$ cat config.mk
export PLATFORM = sky130hd
export DESIGN_NAME = mem_port_arbiter
export DESIGN_NICKNAME = d
export VERILOG_FILES = /design/src/rtl/mem_port_arbiter.sv
export SDC_FILE = /design/constraint.sdc
export NUM_CORES = 1
export LEC_CHECK = 0
export BUFFER_PORTS_ARGS = -buffer_cell sky130_fd_sc_hd__buf_2
export CAP_MARGIN = 20
export CORE_UTILIZATION = 51
export CTS_CLUSTER_DIAMETER = 120
export DETAILED_ROUTE_END_ITERATION = 7
export PLACE_DENSITY = 0.84
export SLEW_MARGIN = 40
export SYNTH_ARGS = -nofsm -noshare
export SYNTH_HDL_FRONTEND = slang
export SYNTH_SLANG_ARGS = --single-unit
export TNS_END_PERCENT = 10
$ cat constraint.sdc
create_clock -name clk1 -period 10.5 [get_ports clk1]
set_clock_uncertainty 0.1 [all_clocks]
set_input_delay 1.05 -clock clk1 [delete_from_list [all_inputs] [get_ports clk1]]
set_output_delay 1.05 -clock clk1 [all_outputs]
set_load 0.01 [all_outputs]
$ cat src/rtl/mem_port_arbiter.sv
// mem_port_arbiter
// Serialises the fetch path and the data path (LW/SW) onto one single-port
// memory. Each access runs IDLE -> ACCESS (WAIT_CYCLES+1 cycles) -> DONE. The
// memory strobe is asserted for one cycle. Read data is captured into the
// owner's register, and the owner gets a one-cycle acknowledge. Data wins a
// tie until STARVE_MAX data grants have been made back to back while fetch
// waited; fetch then wins.
//
// Ports:
//   clk1, rst        clock (posedge), asynchronous active-high reset
//   hold             blocks new grants; an access already in flight completes
//   if_req/if_addr   fetch request and address, held until if_ack
//   if_rdata/if_ack  fetched word (registered) and completion pulse
//   dm_req/dm_we/dm_addr/dm_wdata  data request, store flag, address, store data
//   dm_rdata/dm_ack  loaded word (registered) and completion pulse
//   mem_en/mem_we/mem_addr/mem_wdata/mem_rdata  memory array port
//   busy             high whenever the arbiter is not idle
//   owner            current or last grant (0 = fetch, 1 = data)
module mem_port_arbiter #(
  parameter int unsigned ADDR_W      = 10,
  parameter int unsigned DATA_W      = 32,
  parameter int unsigned WAIT_CYCLES = 1,
  parameter int unsigned STARVE_MAX  = 4
) (
  input  logic              clk1,
  input  logic              rst,
  input  logic              hold,
  input  logic              if_req,
  input  logic [ADDR_W-1:0] if_addr,
  output logic [DATA_W-1:0] if_rdata,
  output logic              if_ack,
  input  logic              dm_req,
  input  logic              dm_we,
  input  logic [ADDR_W-1:0] dm_addr,
  input  logic [DATA_W-1:0] dm_wdata,
  output logic [DATA_W-1:0] dm_rdata,
  output logic              dm_ack,
  output logic              mem_en,
  output logic              mem_we,
  output logic [ADDR_W-1:0] mem_addr,
  output logic [DATA_W-1:0] mem_wdata,
  input  logic [DATA_W-1:0] mem_rdata,
  output logic              busy,
  output logic              owner
);

  typedef enum logic [1:0] {
    IDLE   = 2'd0,
    ACCESS = 2'd1,
    DONE   = 2'd2
  } state_t;

  localparam logic [3:0] L_WAIT   = 4'(WAIT_CYCLES);
  localparam logic [3:0] L_STARVE = 4'(STARVE_MAX);

  state_t     r_state;
  logic [3:0] r_wait;
  logic [3:0] r_starve;
  logic       r_store;

  logic       w_grant;
  logic       w_data_win;

  assign w_grant    = !hold && (if_req || dm_req);
  // Data wins a tie unless fetch has already waited through STARVE_MAX data grants.
  assign w_data_win = dm_req && !(if_req && (r_starve == L_STARVE));

  always_ff @(posedge clk1 or posedge rst) begin
    if (rst) begin
      r_state   <= IDLE;
      r_wait    <= '0;
      r_starve  <= '0;
      r_store   <= 1'b0;
      mem_en    <= 1'b0;
      mem_we    <= 1'b0;
      mem_addr  <= '0;
      mem_wdata <= '0;
      if_rdata  <= '0;
      dm_rdata  <= '0;
      if_ack    <= 1'b0;
      dm_ack    <= 1'b0;
      busy      <= 1'b0;
      owner     <= 1'b0;
    end else begin
      // Strobes and acknowledges are single-cycle pulses.
      mem_en <= 1'b0;
      mem_we <= 1'b0;
      if_ack <= 1'b0;
      dm_ack <= 1'b0;
      case (r_state)
        IDLE: begin
          if (w_grant) begin
            r_state <= ACCESS;
            r_wait  <= '0;
            busy    <= 1'b1;
            mem_en  <= 1'b1;
            if (w_data_win) begin
              owner     <= 1'b1;
              mem_we    <= dm_we;
              r_store   <= dm_we;
              mem_addr  <= dm_addr;
              mem_wdata <= dm_wdata;
              if (if_req && (r_starve != L_STARVE))
                r_starve <= r_starve + 4'd1;
            end else begin
              owner    <= 1'b0;
              r_store  <= 1'b0;
              mem_addr <= if_addr;
              r_starve <= '0;
            end
          end
        end
        ACCESS: begin
          r_wait <= r_wait + 4'd1;
          if (r_wait == L_WAIT) begin
            r_state <= DONE;
            if (owner) begin
              dm_ack <= 1'b1;
              // Stores leave the load register untouched.
              if (!r_store)
                dm_rdata <= mem_rdata;
            end else begin
              if_ack   <= 1'b1;
              if_rdata <= mem_rdata;
            end
          end
        end
        DONE: begin
          r_state <= IDLE;
          busy    <= 1'b0;
        end
        default: begin
          r_state <= IDLE;
          busy    <= 1'b0;
        end
      endcase
    end
  end

endmodule

==> results.yml <==
yosys:
  synthAdderAreaFrac: 0.0101
  synth-xor-area-share: 0.00176
  ys_types: 32
  synth_area_leaders: "dfrtp_1, mux2_2, mux2_4"
  synth_seq_cells: 123
  synth_compound_area_frac: 0.0504
  synth_top_area_share: 0.619
  synth_top_family_by_area: "multiplexers"
  netlist_instances: 335
  synth_edf_count: 0
  synthSimpleGateAreaFrac: 0.0443
  avgSynthCellArea_sq_um: 14.8
  async_flop_share: 1.00
  synth_warnings: 0
  synth_fp_nets: 429
  yosysTopAreaCell: "dfrtp_1"
  syn_area_sq_um: 4970
  muxShareOfSynthArea: 0.240
  synth_ff_type: "dfrtp_1"
  ys_seq_area_frac: 0.619
timing:
  rsz0062_at_grt: "false"
  fin_tns_setup_ns: 0
  timing_hold_violations_final: 0
  worstMarginPinSlew_ns: 0.672
  post-route-period-util: 0.230
  period_minus_slack_ns: 2.41
  fmax_mhz: 414
  finalSetupViolations: 0
  timing.final.ws_setup_ns: 8.09
  slew_violations: 0
  relSlewSlack: 0.552
setup_path:
  critPathBufInv: 1
  reg2reg_to: "mem_wdata[18]"
  cp_cell_sequence: "inv_1 > ha_1 > nand4b_1 > nand3_4 > mux2_2"
  cp_num_cells: 5
  worst-path-max-fanout: 35
  crit_family: "simple AND/OR/NAND/NOR gates"
  crit_end: "mem_wdata[18]"
  setup.worst_path.end_class: "flip-flop"
  cp-startpoint: "r_starve[0]"
  critPathKind: "reg2reg"
  required_ns: 10.78
  crit_arrival_ns: 2.69
  reg2reg_slack_ns: 8.09
  r2r_cells: 5
  timing.rr.start: "r_starve[0]"
  slowest_stage: "nand3_4"
  slowest_delay_ns: 0.62
  crit_path_start_kind: "flip-flop"
detailed_routing:
  drc: 0
  wl_per_cell_microns: 16.7
  routed_wl_microns: 11400
  drtPass1Iterations: 4
  vias: 3503
  ant_nets: 0
  drt_iter0_drc: 87
  drt-vias-per-instance: 5.14
clocking:
  clock_latency_ns: 0.50
  cts_hold_buf: 0
  cts-root-buf: "clkbuf_8"
  cts_setup_buffers: 0
  h-tree-depth: 4
  max-clock-path-buffers: 2
  clkTransAtPathRegs_ns: 0.06
  cts_resized: 0
  cts_made_buffers: 17
  cts_tree: "built"
  clock_sinks: 123
floorplanning:
  rows: 35
  coreArea_sq_um: 9330
  dieHeight_microns: 101
  initial_utilization: 0.533
  die_area_sq_um: 10100
  num_io_pins: 202
  fp.dieW_microns: 101
grt:
  antenna_found_initial: 0
  grt_pass1_vias: 3556
  grt_usage: 0.231
  grt-ovfl-total: 0
  grt_pass1_wl_microns: 17800
  grt_max_degree: 76
run_status:
  status: "finished, final reports clean"
cells_and_area:
  area_growth_pct: 33.7
  fin_nets: 634
  final_cells: 682
  n_antenna_cell: 0
  fin_util: 0.712
  drive_gt1_frac: 0.611
  final_cell_mix: "buf_2, dfrtp_1, mux2_2"
  final_common_cell: "buf_2"
power:
  p_per_area_nw_per_um2: 329
  p_leak_uw: 0.00335
  ir_worst_vdd_v: 0.000132
job:
  maxCapViolations: 0
placement:
  hpwlAfterDp_microns: 8040
  place.gp.congestion: 0.729
  placedCellCount: 650
  dp_slack_ns: 7.35
  numPortBuffers: 201
worst_hold_path:
  hold_path_class: "reg2reg"
## worst register-to-register path, stage by stage (launching register included)
cell      delay, ns
dfrtp_1        0.43
inv_1          0.09
ha_1           0.16
nand4b_1       0.48
nand3_4        0.62
mux2_2         0.41
## metrics by stage
step	instance area, sq um	hold WS (ns)	power [uW]
global placement	6050	0.383	1570
finish	6650	0.397	2190
CTS	6640	0.401	2210
global route	6650	0.414	2310
floorplan	4970	0.358	1300
detailed placement	6050	0.388	1620
## per-layer routing
metal | global-route usage | vias to the layer above | wire length [microns]
met2 | 0.409 | 154 | 5980
met1 | 0.266 | 1736 | 4450
met5 | 0 | - | 0
met4 | 0.0769 | 0 | 89
met3 | 0.0735 | 7 | 903
li1 | - | 1606 | -
## cells by family after synthesis
family	Yosys count
AO/OA/AOI/OAI	44
XOR/XNOR	1
adder cells (fa/ha/maj)	4
buffers and inverters	29
flip-flops	123
multiplexers	96
AND/OR/NAND/NOR	38
## cells in the mapped netlist, types with 2 or more instances
master	count
buf_2	3
nand3_1	14
nand2b_1	3
mux2_2	66
clkbuf_1	10
ha_1	4
mux2_4	30
a31oi_1	11
inv_1	11
nor3_1	2
dfrtp_1	123
o2bb2ai_1	2
o21ai_0	16
o22ai_1	2
a21oi_1	11
nand2_1	5
or3_1	2
buf_12	3
nor2_1	4
## how the worst min path moves through the flow
stage	startpoint	cells after the start	end	slack, ns
after global routing	if_rdata[22]	1	if_rdata[22]	0.41
after detailed placement	mem_wdata[23]	1	mem_wdata[23]	0.39
after floorplan	r_store	1	r_store	0.36
after CTS	mem_wdata[23]	1	mem_wdata[23]	0.40
final	mem_wdata[23]	1	mem_wdata[23]	0.40
after global placement	r_store	1	r_store	0.38
## layout make-up
type,count,area (sq um)
clock buffers,18,418
clock inverters,14,170
fillers,674,2680
inverters,11,43.8
multi-input cells,183,1740
flip-flops and latches,123,3080
well taps,129,161
repair buffers,204,1030
## sequential cells by signal (all words and copies together) (netlist names)
signal / flops
if_ack: 1
mem_en: 1
r_starve: 4
r_wait: 4
owner: 1
if_rdata: 32
r_state: 2
r_store: 1
mem_we: 1
mem_addr: 10
busy: 1
mem_wdata: 32
dm_ack: 1
dm_rdata: 32
## report_power, final
part	switching (uW)	internal (uW)	total, uW
clock network	213	363	575
logic	365	408	773
registers	132	708	840
Power figures use the tool's default switching activity.
